===== config.mk =====
export PLATFORM = sky130hd
export DESIGN_NAME = result_collector_flat
export DESIGN_NICKNAME = d
export VERILOG_FILES = /design/src/rtl/result_collector_pkg.sv /design/src/rtl/result_collector_if.sv /design/src/rtl/result_collector_fifo.sv /design/src/rtl/result_collector.sv /design/src/flat_wrapper.sv
export SDC_FILE = /design/constraint.sdc
export NUM_CORES = 1
export LEC_CHECK = 0
export CORE_MARGIN = 2
export CORE_UTILIZATION = 40
export DETAILED_ROUTE_END_ITERATION = 12
export PLACE_DENSITY_LB_ADDON = 0.3
export SETUP_SLACK_MARGIN = 0.1
export SLEW_MARGIN = 10
export SYNTH_ARGS = -nofsm -noshare
export SYNTH_HDL_FRONTEND = slang
export SYNTH_SLANG_ARGS = --single-unit

===== constraint.sdc =====
create_clock -name CLK -period 9.1 [get_ports CLK]
set_input_delay 1.82 -clock CLK [delete_from_list [all_inputs] [get_ports CLK]]
set_output_delay 1.82 -clock CLK [all_outputs]
set_load 0.02 [all_outputs]

===== src/rtl/result_collector_pkg.sv =====
// Shared encodings, FSM states and the record layout used by the result collector.
package collector_pkg;

    // Upstream control encodings
    typedef enum logic [1:0] {
        SLEEP   = 2'b00,
        WRITE   = 2'b01,
        COMPUTE = 2'b10,
        READ    = 2'b11
    } ctrl_t;

    // Packet type codes carried in the header word
    localparam logic [1:0] PKT_COMPUTE = 2'b10;
    localparam logic [1:0] PKT_READ    = 2'b11;

    // Serialiser states
    typedef enum logic [2:0] {
        IDLE,
        HDR,
        ADDR,
        DATA,
        RDATA
    } state_t;

    // One captured result
    typedef struct packed {
        logic [1:0]  kind;
        logic [7:0]  id;
        logic [11:0] address;
        logic [63:0] payload;
    } record_t;

endpackage


===== src/rtl/result_collector_if.sv =====
// Outbound valid/ready word stream toward the host interface.
interface result_collector_if;
    logic        out_valid;
    logic        out_ready;
    logic [15:0] out_data;
    logic        out_last;

    modport master (output out_valid, output out_data, output out_last, input out_ready);
    modport slave  (input out_valid, input out_data, input out_last, output out_ready);
endinterface


===== src/rtl/result_collector_fifo.sv =====
// Synchronous record FIFO; push and pop on the same edge is legal even when full.
module result_fifo
    import collector_pkg::*;
#(
    parameter int unsigned DEPTH = 4
) (
    input  logic                     CLK,
    input  logic                     RESET,
    input  logic                     push,
    input  logic                     pop,
    input  record_t                  din,
    output record_t                  dout,
    output logic                     full,
    output logic                     empty,
    output logic [$clog2(DEPTH):0]   count
);
    localparam int unsigned AW = $clog2(DEPTH);

    record_t        mem [DEPTH];
    logic [AW-1:0]  rd_ptr;
    logic [AW-1:0]  wr_ptr;
    logic           do_push;
    logic           do_pop;

    assign full    = (count == (AW+1)'(DEPTH));
    assign empty   = (count == '0);
    assign do_pop  = pop && !empty;
    assign do_push = push && (!full || do_pop);
    assign dout    = mem[rd_ptr];

    // Storage write; contents need no reset since count gates visibility
    always_ff @(posedge CLK) begin
        if (do_push) begin
            mem[wr_ptr] <= din;
        end
    end

    // Pointer and occupancy bookkeeping
    always_ff @(posedge CLK) begin
        if (RESET) begin
            rd_ptr <= '0;
            wr_ptr <= '0;
            count  <= '0;
        end else begin
            if (do_push) wr_ptr <= wr_ptr + 1'b1;
            if (do_pop)  rd_ptr <= rd_ptr + 1'b1;
            if (do_push && !do_pop)      count <= count + 1'b1;
            else if (do_pop && !do_push) count <= count - 1'b1;
        end
    end

endmodule


===== src/rtl/result_collector.sv =====
// Captures completed COMPUTE/READ results, buffers them and serialises each as a word packet.
module result_collector
    import collector_pkg::*;
#(
    parameter int unsigned DEPTH = 4,
    parameter int unsigned CNT_W = 8
) (
    input  logic                     CLK,
    input  logic                     RESET,
    input  logic [1:0]               in_control,
    input  logic [7:0]               in_id,
    input  logic [11:0]              in_address,
    input  logic                     in_flag,
    input  logic [63:0]              in_data_c,
    input  logic                     in_data_r,
    result_collector_if.master       out_if,
    output logic                     overflow,
    output logic [CNT_W-1:0]         drop_count,
    output logic [$clog2(DEPTH):0]   fifo_count
);
    logic        flag_d;
    ctrl_t       ctrl_d;
    logic [7:0]  id_d;
    logic [11:0] addr_d;

    logic        ev_compute;
    logic        ev_read;
    logic        ev_any;
    record_t     ev_rec;
    record_t     head;
    record_t     pkt;
    logic        fifo_full;
    logic        fifo_empty;
    logic        pop;
    logic        drop;
    logic        hs;
    logic [1:0]  beat;
    state_t      state;
    state_t      state_n;

    assign ev_compute = (in_control == COMPUTE) && in_flag && !flag_d;
    assign ev_read    = (in_control == READ) && in_flag &&
                        ((ctrl_d != READ) || (id_d != in_id) || (addr_d != in_address));
    assign ev_any     = ev_compute || ev_read;

    assign ev_rec.kind    = ev_compute ? PKT_COMPUTE : PKT_READ;
    assign ev_rec.id      = in_id;
    assign ev_rec.address = in_address;
    assign ev_rec.payload = ev_compute ? in_data_c : {63'b0, in_data_r};

    assign pop  = (state == IDLE) && !fifo_empty;
    assign drop = ev_any && fifo_full && !pop;
    assign hs   = (state != IDLE) && out_if.out_ready;

    result_fifo #(.DEPTH(DEPTH)) u_fifo (
        .CLK   (CLK),
        .RESET (RESET),
        .push  (ev_any),
        .pop   (pop),
        .din   (ev_rec),
        .dout  (head),
        .full  (fifo_full),
        .empty (fifo_empty),
        .count (fifo_count)
    );

    // Previous-cycle upstream view for edge/change detection
    always_ff @(posedge CLK) begin
        if (RESET) begin
            flag_d <= 1'b0;
            ctrl_d <= SLEEP;
            id_d   <= '0;
            addr_d <= '0;
        end else begin
            flag_d <= in_flag;
            ctrl_d <= ctrl_t'(in_control);
            id_d   <= in_id;
            addr_d <= in_address;
        end
    end

    // Sticky overflow flag and saturating drop counter
    always_ff @(posedge CLK) begin
        if (RESET) begin
            overflow   <= 1'b0;
            drop_count <= '0;
        end else if (drop) begin
            overflow <= 1'b1;
            if (drop_count != '1) drop_count <= drop_count + 1'b1;
        end
    end

    // Serialiser state register
    always_ff @(posedge CLK) begin
        if (RESET) state <= IDLE;
        else       state <= state_n;
    end

    // Packet register and data beat counter
    always_ff @(posedge CLK) begin
        if (RESET) begin
            pkt  <= '0;
            beat <= '0;
        end else if (pop) begin
            pkt  <= head;
            beat <= '0;
        end else if (state == DATA && hs) begin
            beat <= beat + 1'b1;
        end
    end

    // Next state and stream outputs; outputs depend only on held registers so they stay stable under stall
    always_comb begin
        state_n          = state;
        out_if.out_valid = 1'b0;
        out_if.out_data  = '0;
        out_if.out_last  = 1'b0;
        unique case (state)
            IDLE: begin
                if (!fifo_empty) state_n = HDR;
            end
            HDR: begin
                out_if.out_valid = 1'b1;
                out_if.out_data  = {pkt.kind, 6'b0, pkt.id};
                if (hs) state_n = ADDR;
            end
            ADDR: begin
                out_if.out_valid = 1'b1;
                out_if.out_data  = {4'b0, pkt.address};
                if (hs) state_n = (pkt.kind == PKT_COMPUTE) ? DATA : RDATA;
            end
            DATA: begin
                out_if.out_valid = 1'b1;
                out_if.out_data  = pkt.payload[{beat, 4'b0000} +: 16];
                out_if.out_last  = (beat == 2'd3);
                if (hs && beat == 2'd3) state_n = IDLE;
            end
            RDATA: begin
                out_if.out_valid = 1'b1;
                out_if.out_data  = {15'b0, pkt.payload[0]};
                out_if.out_last  = 1'b1;
                if (hs) state_n = IDLE;
            end
            default: state_n = IDLE;
        endcase
    end

endmodule

===== src/flat_wrapper.sv =====
// flat-port wrapper written by rule: the top's interface ports become plain ports
module result_collector_flat import collector_pkg::*;
#(
    parameter int unsigned DEPTH = 4,
    parameter int unsigned CNT_W = 8
)
  (CLK, RESET, in_control, in_id, in_address, in_flag, in_data_c, in_data_r, overflow, drop_count, fifo_count, out_if_out_valid, out_if_out_data, out_if_out_last, out_if_out_ready);
  result_collector_if out_if_i ();
  input  logic CLK;
  input  logic RESET;
  input  logic [1:0] in_control;
  input  logic [7:0] in_id;
  input  logic [11:0] in_address;
  input  logic in_flag;
  input  logic [63:0] in_data_c;
  input  logic in_data_r;
  output logic overflow;
  output logic [CNT_W-1:0] drop_count;
  output logic [$clog2(DEPTH):0] fifo_count;
  output wire logic [$bits(out_if_i.out_valid)-1:0] out_if_out_valid;
  output wire logic [$bits(out_if_i.out_data)-1:0] out_if_out_data;
  output wire logic [$bits(out_if_i.out_last)-1:0] out_if_out_last;
  input wire logic [$bits(out_if_i.out_ready)-1:0] out_if_out_ready;
  assign out_if_out_valid = out_if_i.out_valid;
  assign out_if_out_data = out_if_i.out_data;
  assign out_if_out_last = out_if_i.out_last;
  assign out_if_i.out_ready = out_if_out_ready;
  result_collector #(.DEPTH(DEPTH), .CNT_W(CNT_W)) u_core (.CLK(CLK), .RESET(RESET), .in_control(in_control), .in_id(in_id), .in_address(in_address), .in_flag(in_flag), .in_data_c(in_data_c), .in_data_r(in_data_r), .out_if(out_if_i), .overflow(overflow), .drop_count(drop_count), .fifo_count(fifo_count));
endmodule

* Word-level counts from Yosys, hierarchy flattened
Memories as Yosys holds them, arrays and structs flattened. A register that Yosys moved wholly into a read port is not among the register bits. Cells that the tools add are included.
Cells by class: $add $sub $neg 6, equality and inequality tests 18, shift-type cells 1, muxes and demuxes 16, reduce and logical (&&, ||, !) cells 32
Operators with widths (number):
- 64-bit two-way mux | 1
- 16-bit case mux with 4 select lines | 1
- 64-bit by 7-bit variable part select with 16-bit output | 1
- 3-bit two-way mux | 8
- 3-bit case mux with 5 select lines | 1
- 1-bit logical AND | 14
- 12-bit inequality test | 1
- 8-bit by 1-bit adder with 8-bit output, second input constant | 1
- 2-bit equality test, second input constant | 4
- 8-bit inequality test | 1
- 8-bit inequality test, second input constant | 1
- 2-bit by 1-bit adder with 2-bit output, second input constant | 3
- 3-bit by 2-bit equality test with 1-bit output, second input constant | 2
- 3-bit equality test, second input constant | 2
- 1-bit zero test | 6
- 3-bit zero test | 2
- 2-bit by 1-bit inequality test with 1-bit output, second input constant | 3
- 2-bit inequality test, second input constant | 3
- 5-bit AND reduction | 1
- 1-bit logical OR | 4
- 1-bit two-way mux | 4
- 4-bit OR reduction | 1
- 3-bit by 1-bit adder with 3-bit output, second input constant | 1
- 3-bit by 1-bit equality test with 1-bit output, second input constant | 1
- 6 further kinds | 6
Storage, ports and cells: register bits 46, RAM bits 340, input port bits 91, output and inout port bits 30, logic and storage cells 86, memories 1
Memories:
- u_core.u_fifo.mem | words 4, width 85, read ports 1, clocked after Yosys merged registers in 1, wr ports 1, RTL line result_collector_fifo.sv:19 | record_t mem [DEPTH];

* Depth between registers and ports, before layout
Gate-level depths: netlist of run 1.
depth in word-level cells 10, depth in mapped cells 11

* Hierarchy
A second synthesis of run 1 with hierarchy kept.
Second synthesis, totals: cells, all modules 1195, area total of the unflattened synthesis 18635.4 µm²
Modules (own cells, without submodules):
- result_fifo | instances 1, cells each 498, area each 12916.1 µm², seq. area each 10510.1 µm²
- result_collector | instances 1, cells each 697, area each 5719.2 µm², seq. area each 2462.4 µm²

* Least setup slack after synthesis of run 1
OpenSTA, ideal clock, no wires.
kind in2reg, from in in_control[0], to mem u_core.u_fifo.mem[0][0] (netlist name), enable pin, library setup time 0.453 ns, arrival time 4.638 ns, setup slack 4.009 ns, stages 4, buffers on the path 0, path through nor3_2 > o21ai_0 > nor2_1 > and2_1
On the way: cells in the longest elaborated chain, start to end 7, elaborated cells between the ends (all ways) 10, those cells by class eq/ne: 2; mux: 2; reduce/logical: 6
Ends and longest elaborated chain:
- from (decl) | RTL line flat_wrapper.sv:11 | input logic [1:0] in_control;
- 2-bit equality test, on equally long branches | RTL line result_collector.sv:41, result_collector.sv:42
- 1-bit logical AND, on equally long branches (2 in series) | RTL line result_collector.sv:41, result_collector.sv:42
- 1-bit logical OR * | RTL line result_collector.sv:44 | assign ev_any = ev_compute || ev_read;
- 1-bit logical AND * | RTL line result_collector_fifo.sv:28 | assign do_push = push && (!full || do_pop);
- named net u_core.u_fifo.do_push | RTL line result_collector_fifo.sv:22 | logic do_push;
- 1-bit two-way mux * | RTL line result_collector_fifo.sv:33 | if (do_push) begin
- 1-bit two-way mux (not written as such) * | RTL line result_collector_fifo.sv:34 | mem[wr_ptr] <= din;
- to (decl) | RTL line result_collector_fifo.sv:19
The timed path passes the listed nets; every way through them passes the cells marked *.

* Worst setup path in the final report of run 1
from in in_flag, to mem u_core.u_fifo.mem[0][16] (netlist name), enable pin
On the way: cells in the longest elaborated chain, start to end 6, elaborated cells between the ends (all ways) 8, those cells by class mux: 2; reduce/logical: 6
Ends and longest elaborated chain:
- from (decl) | RTL line flat_wrapper.sv:14 | input logic in_flag;
- 1-bit logical AND, on equally long branches (2 in series) | RTL line result_collector.sv:41, result_collector.sv:42
- 1-bit logical OR * | RTL line result_collector.sv:44
- 1-bit logical AND * | RTL line result_collector_fifo.sv:28
- named net u_core.u_fifo.do_push | RTL line result_collector_fifo.sv:22
- 1-bit two-way mux * | RTL line result_collector_fifo.sv:33
- 1-bit two-way mux (not written as such) * | RTL line result_collector_fifo.sv:34
Marked as above.

==> qor.txt, run 1 <==
Hold slack = 0.4463 ns
I/O pin count = 121
Reg area = 12820 µm²
R2R cell count = 6
Final-layout fill cell count = 3909
R2r startpoint = u_core.flag_d
Largest net degree at the start of global routing = 86
Seq cells post-synth = 470
Pre-CTS setup slack = 2.958 ns
Hold Path Stages = 2
CTS Root Cell = clkbuf_16
Avg Cell Area, Syn = 15.57 µm²
# DRC = 0
Via Count = 9882
Number of global-route vias before repair = 9982
Total GRT Usage = 0.1681
CTS Buf Count = 48
Wire per inst = 20.59 µm
Slew headroom = 0.3545
Pins Over Slew Limit = 0
Setup TNS = 0 ns
Ys flop type = edfxtp_1
Multi-input gate area = 5231 µm²
Hold endpoint = u_core.overflow
Num Clock Sinks = 470
Post-CTS Resized = 0
Power Dens Cells = 267.6 nW/µm²
Synthesized instance count = 1178
Layout area overhead = 18.33%
Crit Path Max Fanout = 47
RR Endpoint = u_core.u_fifo.mem[0][16]
PnR worst setup slack = 3.696 ns
PortBufs = 120
Crit path time final = 5.404 ns
Worst hold path class = reg -> reg
EDFF count, synth = 340
Global-route wire length before repair = 60740 µm
Least-Margin Pin Slew = 0.9683 ns
Final Cycle Share = 0.5939
Final net count = 1387
CTS max path bufs = 3
First DRT Iteration DRCs = 794
H-tree levels = 2
Asr flop ratio synth = 0
Initial Util = 0.4050
Synth Net Count = 1277
Worst Path Arrival = 5.59 ns
Maximum VDD drop = 0.0001475 V
Most frequent cells in the layout = 340 x edfxtp_1, 182 x nand2_1, 127 x dfxtp_1, 119 x clkdlybuf4s50_1, 101 x mux4_2
Power Total = 5.806 mW
Syn Std Cell Area = 18340 µm²
Commonest non-fill, non-tap cell in the layout = edfxtp_1
CTS tree = built
Endpoints failing setup = 0
Synth warn = 0
Status = finished, final reports clean
Final hold vios = 0
P_leak = 7.127 nW
R2r setup slk = 5.17 ns
Post-CTS Hold Buffers = 0
Finished Cell Area = 21700 µm²
FMAX = 185.0 MHz
Worst EP required = 9.29 ns
Initial antenna violation count = 0
Die area = 47570 µm²
Worst-Skew Late Latency = 0.58 ns
GR Overflow Total = 0
Min-delay src = u_core.overflow
WL final = 39690 µm
Horiz. Die Dim = 218.1 µm
Antenna cells = 0
Worst-path clk slew = 0.06 ns
Setup crit end kind = register
CORE AREA = 45280 µm²
Drt first pass iters = 5
RSZ-0062 raised after global routing = no
Die Ht = 218.1 µm
Placed cell areas = 20110 µm²
Routed Antenna Nets = 0
Startpoint types = input port
Vias per inst = 5.126
Sequential element share of the synthesized area = 0.6987
Row cnt = 78
Post-Route Skew = 0.03010 ns
GPL Wtd Cong = 0.7575
Detailed Place HPWL = 25440 µm
Max cap viols = 0
Post-CTS Setup Repair Bufs = 0
Crit Path Class = in -> reg
Share of layout cells above drive strength 1 = 0.1566
Yosys cell types = 45
layout make-up:
type | count | area share
repair buffers | 130 | 0.05870
well taps | 600 | 0.03460
inverters | 9 | 0.001557
multi-input cells | 629 | 0.2411
flip-flops and latches | 470 | 0.5909
clock inverters | 32 | 0.01517
clock buffers | 58 | 0.05801
cells in the mapped netlist (2+ instances only):
cell / n / area share
a2111oi_1: 2 / 0.0011
a21oi_1: 94 / 0.026
nand2_1: 182 / 0.037
buf_1: 12 / 0.0025
mux4_2: 101 / 0.12
o21ai_0: 5 / 0.0014
edfxtp_1: 340 / 0.56
clkbuf_1: 41 / 0.0084
or3_1: 6 / 0.0020
a2111oi_0: 2 / 0.00096
and2_1: 67 / 0.023
o211ai_1: 5 / 0.0020
nor3_1: 5 / 0.0014
dfxtp_1: 130 / 0.14
nand4_1: 3 / 0.0010
nor4_1: 3 / 0.0010
nand3_1: 5 / 0.0014
xor2_1: 20 / 0.0096
a211oi_1: 3 / 0.0012
ha_1: 7 / 0.0048
a22oi_1: 7 / 0.0029
mux2i_1: 10 / 0.0055
inv_1: 7 / 0.0014
xnor2_1: 6 / 0.0029
nor2_1: 33 / 0.0068
a21o_1: 2 / 0.00082
and3_1: 4 / 0.0014
nor4_2: 2 / 0.0014
inv_2: 2 / 0.00041
mux2_1: 5 / 0.0031
nor2b_1: 30 / 0.010
buf_2: 17 / 0.0046
a31oi_1: 2 / 0.00068
mux2_2: 7 / 0.0043
registers in the layout (all words and copies together) (netlist names), 2 cells and up:
register	count
u_core.u_fifo.rd_ptr	2
u_core.state	3
u_core.pkt	86
u_core.addr_d	12
u_core.u_fifo.wr_ptr	2
u_core.id_d	8
u_core.drop_count	8
u_core.beat	2
u_core.ctrl_d	2
u_core.u_fifo.mem	340
u_core.u_fifo.count	3
how the worst max path moves through the flow:
stage             startpoint                       end  slack [ns]  depth (start not counted)
2_1_floorplan  in_control[0]   u_core.u_fifo.mem[0][0]        4.01                          4
3_3_place_gp         in_flag  u_core.u_fifo.mem[1][42]        2.97                          8
3_5_place_dp         in_flag  u_core.u_fifo.mem[1][42]        2.96                          8
4_1_cts              in_flag  u_core.u_fifo.mem[1][20]        3.54                          8
5_1_grt        in_control[1]  u_core.u_fifo.mem[0][20]        3.25                          8
6_report             in_flag  u_core.u_fifo.mem[0][16]        3.70                          8
kinds of logic after synthesis:
kind of cell,after synthesis,share of synthesized area
XOR/XNOR,26,0.01242
buffers and inverters,79,0.01733
multiplexers,123,0.1369
AND/OR/NAND/NOR,343,0.08822
adder cells (fa/ha/maj),8,0.005868
flip-flops,470,0.6987
AO/OA/AOI/OAI,129,0.04060
worst max-delay path: stages:
cell	delay (ns)
clkdlybuf4s50_1	0.50
nand2_1	0.09
nor3_4	0.72
buf_4	0.49
o21ai_0	0.24
nor2_1	0.32
and2_4	0.60
buf_4	0.68
through the flow:
step	util	instances
after floorplan	-	1178
after global placement	0.4441	1838
after detailed placement	0.4441	1838
after CTS	0.4791	1928
after global routing	0.4792	1928
final	0.4792	1928
power breakdown:
| group | switching [mW] | internal, mW |
|---|---|---|
| clock network | 0.824 | 1.14 |
| logic | 0.615 | 0.503 |
| registers | 0.213 | 2.51 |
| total | 1.65 | 4.15 |
routing by layer:
layer	part of all wire	wire length (µm)	vias to the layer above	track usage
li1	-	-	4619	-
met1	0.46	18100	5021	0.2366
met2	0.49	19350	197	0.2752
met3	0.041	1621	45	0.02797
met4	0.016	621	0	0.03764
met5	0	0	-	0
No activity file was read; power rests on OpenSTA's default activity.
==> run 2: changes to the inputs <==
Clock period 9.1 ns to 5.2 ns, I/O delays scaled along.
==> run 2 against run 1 <==
  * Sequential share of layout area decreased by 0.33 points
  * Design area rose by 0.55%
  * Worst hold slack improved by 0.0025 ns
  * Register-to-register slack worse by 3.4 ns
  * Sequential cell count stayed put
  * Critical endpoint is now out_if_out_data[2]
  * Count of clock-buffer cells in the layout rose by 2
  * Via count up 1.4%
  * Highest routed layer unchanged
==> qor.txt, run 2 (synthesis results as in run 1) <==
Hold Path Stages = 2 (unchanged)
Int Pwr = 7.367 mW (+77%)
Crit Path Max Fanout = 23 (-51%)
Met1 wire length = 18400 µm (+1.7%)
Worst-path clk slew = 0.06 ns (about the same)
Psw = 2.875 mW (+74%)
CTS tree = built
Setup TNS = 0 ns (unchanged)
PortBufs = 120 (unchanged)
Maximum VDD drop = 0.0002096 V (+42%)
Combinational share of power = 0.192 (about the same)
GPL Wtd Cong = 0.7859 (+3.7%)
Horiz. Die Dim = 218.1 µm (unchanged)
# DRC = 0 (unchanged)
Layout area overhead = 18.98%
Hold endpoint = u_core.overflow
Pins Over Slew Limit = 0 (unchanged)
Share of layout cells above drive strength 1 = 0.1584 (+0.001782)
Biggest regs = u_core.u_fifo.mem (340), u_core.pkt (86), u_core.addr_d (12)
Placed insts = 1843 (+0.27%)
Final Cycle Share = 0.8311
Least-Margin Pin Slew = 0.9716 ns (+0.003331 ns)
Setup crit end kind = output pin
Initial Util = 0.4050 (unchanged)
CORE AREA = 45280 µm² (unchanged)
Power Dens Cells = 469.5 nW/µm² (+75%)
RR Endpoint = u_core.u_fifo.mem[0][22]
First DRT Iteration DRCs = 825 (+3.9%)
Min-delay src = u_core.overflow
Worst Path Arrival = 3.28 ns (-2.31 ns)
R2R cell count = 6 (unchanged)
Final net count = 1392 (+0.36%)
Max cap viols = 0 (unchanged)
P_leak = 7.185 nW (+0.82%)
Worst EP required = 4.16 ns (-5.13 ns)
Hold slack = 0.4489 ns (+0.002519 ns)
Max Used Layer = met4
Slew headroom = 0.3522 (-0.002220)
H-tree levels = 2 (unchanged)
Post-CTS Setup Repair Bufs = 0 (unchanged)
Non-Filler Instances = 1933 (+0.26%)
Startpoint types = register
Status = finished, final reports clean
Sequential share of power = 0.467 (-0.002)
Top reg by flops = u_core.u_fifo.mem
Global-route wire length before repair = 62310 µm (+2.6%)
R2r setup slk = 1.77 ns (-3.40 ns)
I/O pin count = 121 (unchanged)
WL final = 40520 µm (+2.1%)
Detailed Place HPWL = 25740 µm (+1.2%)
CTS Root Cell = clkbuf_16
Max reg flops = 340 (unchanged)
Most frequent cells in the layout = 340 x edfxtp_1, 182 x nand2_1, 128 x dfxtp_1, 119 x clkdlybuf4s50_1, 101 x mux4_2
PnR worst setup slack = 0.8782 ns (-2.817 ns)
R2r startpoint = u_core.state[0]
Total GRT Usage = 0.1735 (+0.005410)
RSZ-0062 raised after global routing = no
Post-CTS Hold Buffers = 0 (unchanged)
Commonest non-fill, non-tap cell in the layout = edfxtp_1
CTS max path bufs = 3 (unchanged)
CTS Buf Count = 48 (unchanged)
Die area = 47570 µm² (unchanged)
Post-Route Skew = 0.02011 ns (-0.009990 ns)
Final hold vios = 0 (unchanged)
Die Ht = 218.1 µm (unchanged)
Worst hold path class = reg -> reg
Worst-Skew Late Latency = 0.59 ns (about the same)
Crit path time final = 4.322 ns
Via Count = 10020 (+1.4%)
Post-CTS Resized = 0 (unchanged)
Clock power share = 0.341 (+0.003)
Largest net degree at the start of global routing = 87 (+1.2%)
Wire per inst = 20.96 µm (+1.8%)
Vias per inst = 5.184 (+1.1%)
Routed met2 length = 19340 µm (about the same)
Initial antenna violation count = 1 (+1)
FMAX = 231.4 MHz
WL met3 = 1999 µm (+23%)
Power Total = 10.24 mW (+76%)
Pre-CTS setup slack = 1.011 ns (-1.947 ns)
Net Sw Frac = 0.2807 (-0.003895)
Routed Antenna Nets = 0 (unchanged)
Row cnt = 78 (unchanged)
Crit Path Class = reg -> out
Endpoints failing setup = 0 (unchanged)
Number of global-route vias before repair = 10160 (+1.8%)
Num Clock Sinks = 470 (unchanged)
GR Overflow Total = 0 (unchanged)
Drt first pass iters = 5 (unchanged)
-- run 2: per-layer routing --
metal | vias to the layer above | track usage
li1 | 4642 | -
met1 | 5093 | 0.2456
met2 | 232 | 0.2741
met3 | 54 | 0.03479
met4 | 0 | 0.04762
met5 | - | 0
-- run 2: through the flow --
stage | cell area [µm²] | utilization
floorplan | 18340 | -
global placement | 20210 | 0.4463
detailed placement | 20210 | 0.4463
CTS | 21810 | 0.4817
global route | 21820 | 0.4818
finish | 21820 | 0.4818
-- run 2: critical path, cell delays in order (launching register included) --
cell	delay, ns
dfxtp_1	0.92
inv_1	0.22
nor2_1	0.50
a22oi_1	0.19
nor2_1	0.22
clkdlybuf4s50_1	0.64
-- run 2: area by class of cell --
type	count	area (µm²)
fillers	3890	23470
flip-flops and latches	470	12820
multi-input cells	629	5231
repair buffers	135	1374
clock buffers	60	1308
well taps	600	750.7
clock inverters	29	297.8
inverters	9	33.78
diodes	1	2.502
-- run 2: power by group through the flow --
stage	clock, mW	combinational, mW	sequential, mW
after floorplan	0	1.52	4.60
after global placement	0	1.98	4.85
after detailed placement	0	2.00	4.86
after CTS	3.56	2.01	4.78
after global routing	3.70	2.17	4.83
final	3.49	1.97	4.78
-- run 2: how the worst max path moves through the flow --
stage	startpoint	end	cells after the start
6_report	u_core.state[1]	out_if_out_data[2]	5
4_1_cts	u_core.beat[0]	out_if_out_data[7]	6
3_3_place_gp	in_address[8]	u_core.u_fifo.count[2]	12
3_5_place_dp	in_address[8]	u_core.u_fifo.count[2]	12
2_1_floorplan	in_control[0]	u_core.u_fifo.mem[0][0]	4
5_1_grt	u_core.state[1]	out_if_out_data[2]	5
==> run 3: changes to the inputs <==
Clock period 5.2 ns to 4.1 ns, I/O delays scaled along.
==> run 3 against run 2 <==
  * Die area unchanged
  * Sequential power up 25%
  * First-iteration DRC count up 17%
  * Design area up 0.48%
  * Wire length down 1.5%
  * Core utilization up 0.23 points
  * Highest routed layer unchanged
  * Critical path type unchanged
  * Register-to-register slack worse by 0.79 ns
==> qor.txt, run 3 (synthesis results as in run 1) <==
Maximum VDD drop = 0.0003418 V (+63%)
Global-route wire length before repair = 60910 µm (-2.2%)
CTS tree = built
Horiz. Die Dim = 218.1 µm (unchanged)
Min-delay src = u_core.pkt[37]
First DRT Iteration DRCs = 962 (+17%)
# DRC = 0 (unchanged)
Num Clock Sinks = 470 (unchanged)
Pre-CTS setup slack = 0.2349 ns (-0.7763 ns)
Total GRT Usage = 0.1699 (-0.003598)
Endpoints failing setup = 0 (unchanged)
Non-Filler Instances = 1940 (+0.36%)
Startpoint types = register
CORE AREA = 45280 µm² (unchanged)
P_leak = 7.235 nW (+0.69%)
Top reg by flops = u_core.u_fifo.mem
CTS Root Cell = clkbuf_16
I/O pin count = 121 (unchanged)
Initial Util = 0.4050 (unchanged)
Worst-Skew Late Latency = 0.57 ns (-0.02 ns)
FMAX = 268.8 MHz
CTS max path bufs = 3 (unchanged)
Placed insts = 1853 (+0.54%)
WL final = 39910 µm (-1.5%)
GPL Wtd Cong = 0.7794 (-0.83%)
Hold Path Stages = 2 (unchanged)
Pins Over Slew Limit = 0 (unchanged)
Die area = 47570 µm² (unchanged)
Crit Path Class = reg -> out
Biggest regs = u_core.u_fifo.mem (340), u_core.pkt (86), u_core.addr_d (12)
Number of global-route vias before repair = 10020 (-1.3%)
Final net count = 1401 (+0.65%)
Antenna cells = 0 (-1)
PnR worst setup slack = 0.3801 ns (-0.4981 ns)
R2R cell count = 11 (+5)
Worst-path clk slew = 0.06 ns (about the same)
Crit path time final = 3.720 ns
Status = finished, final reports clean
CTS Buf Count = 47 (-2.1%)
Power Total = 12.93 mW (+26%)
Largest net degree at the start of global routing = 91 (+4.6%)
Crit Path Max Fanout = 15 (-35%)
Least-Margin Pin Slew = 0.9909 ns (+0.01924 ns)
Final-layout fill cell count = 3870 (-0.51%)
Worst hold path class = reg -> reg
Wire per inst = 20.57 µm (-1.9%)
Hold endpoint = u_core.pkt[37]
R2r startpoint = u_core.state[1]
Post-CTS Setup Repair Bufs = 0 (unchanged)
RR Endpoint = u_core.u_fifo.count[2]
Vias per inst = 5.157 (-0.52%)
Power Dens Cells = 589.9 nW/µm² (+26%)
Max reg flops = 340 (unchanged)
Setup TNS = 0 ns (unchanged)
R2r setup slk = 0.98 ns (-0.79 ns)
Initial antenna violation count = 0 (-1)
H-tree levels = 2 (unchanged)
Detailed Place HPWL = 25380 µm (-1.4%)
Slew headroom = 0.3394 (-0.01283)
Post-Route Skew = 0.01328 ns (-0.006826 ns)
Final Cycle Share = 0.9073
Drt first pass iters = 5 (unchanged)
Setup crit end kind = output pin
PortBufs = 120 (unchanged)
Layout area overhead = 19.55%
Most frequent cells in the layout = 340 x edfxtp_1, 182 x nand2_1, 127 x dfxtp_1, 119 x clkdlybuf4s50_1, 101 x mux4_2
RSZ-0062 raised after global routing = no
Worst Path Arrival = 2.90 ns (-0.38 ns)
Worst EP required = 3.28 ns (-0.88 ns)
GR Overflow Total = 0 (unchanged)
Max cap viols = 0 (unchanged)
Final hold vios = 0 (unchanged)
Post-CTS Hold Buffers = 0 (unchanged)
Commonest non-fill, non-tap cell in the layout = edfxtp_1
Die Ht = 218.1 µm (unchanged)
Routed Antenna Nets = 0 (unchanged)
Row cnt = 78 (unchanged)
Share of layout cells above drive strength 1 = 0.1642 (+0.005771)
Via Count = 10010 (-0.16%)
[run 3: critical path, stage by stage, from the launching register on]
cell	delay, ns
dfxtp_1	0.74
mux4_2	0.47
mux2_2	0.30
a22oi_1	0.15
nor2_1	0.09
clkdlybuf4s50_1	0.58
[run 3: cell type report]
type | instances | area [µm²] | area share
sequential | 470 | 12820 | 0.5848
multi-input combinational | 629 | 5231 | 0.2386
timing repair buffer | 145 | 1511 | 0.06895
clock buffer | 66 | 1343 | 0.06124
tap | 600 | 750.7 | 0.03424
clock inverter | 21 | 231.5 | 0.01056
inverter | 9 | 33.78 | 0.001541
[run 3: how the worst max path moves through the flow]
stage	cells after the start	end	slack [ns]	startpoint
global placement	12	u_core.u_fifo.count[2]	0.28	in_address[1]
detailed placement	12	u_core.u_fifo.count[2]	0.23	in_address[1]
global route	5	out_if_out_data[6]	0.23	u_core.beat[1]
CTS	5	out_if_out_data[6]	0.13	u_core.beat[0]
floorplan	4	u_core.u_fifo.mem[0][0]	0.94	in_control[0]
finish	5	out_if_out_data[6]	0.38	u_core.beat[1]
[run 3: power by group]
group	switching [mW]	leakage [nW]	internal [mW]
combinational	1.45	2.24	1.16
clock	1.75	0.772	2.60
sequential	0.405	4.23	5.57
total	3.61	7.24	9.33
[run 3: timing repair]
| item | in CTS | in global routing |
|---|---|---|
| endpoints found under the hold margin | 0 | 0 |
| gates resized for setup | 0 | 1 |
| setup endpoints to repair | 0 | 8 |
[run 3: per-layer routing]
metal  up-vias  part of all wire  GRT usage
met1      5067              0.45     0.2373
met3        61             0.048    0.03048
li1       4647                 -          -
met4         0             0.023    0.04921
met2       230              0.48     0.2735
met5         -                 0          0
[run 3: through the flow]
step,utilization,area (µm²),hold WS [ns]
CTS,0.4841,21920,0.4576
detailed placement,0.4493,20350,0.4485
global placement,0.4493,20350,0.4414
finish,0.4841,21920,0.4554
global route,0.4841,21920,0.4718
floorplan,-,18340,0.4331
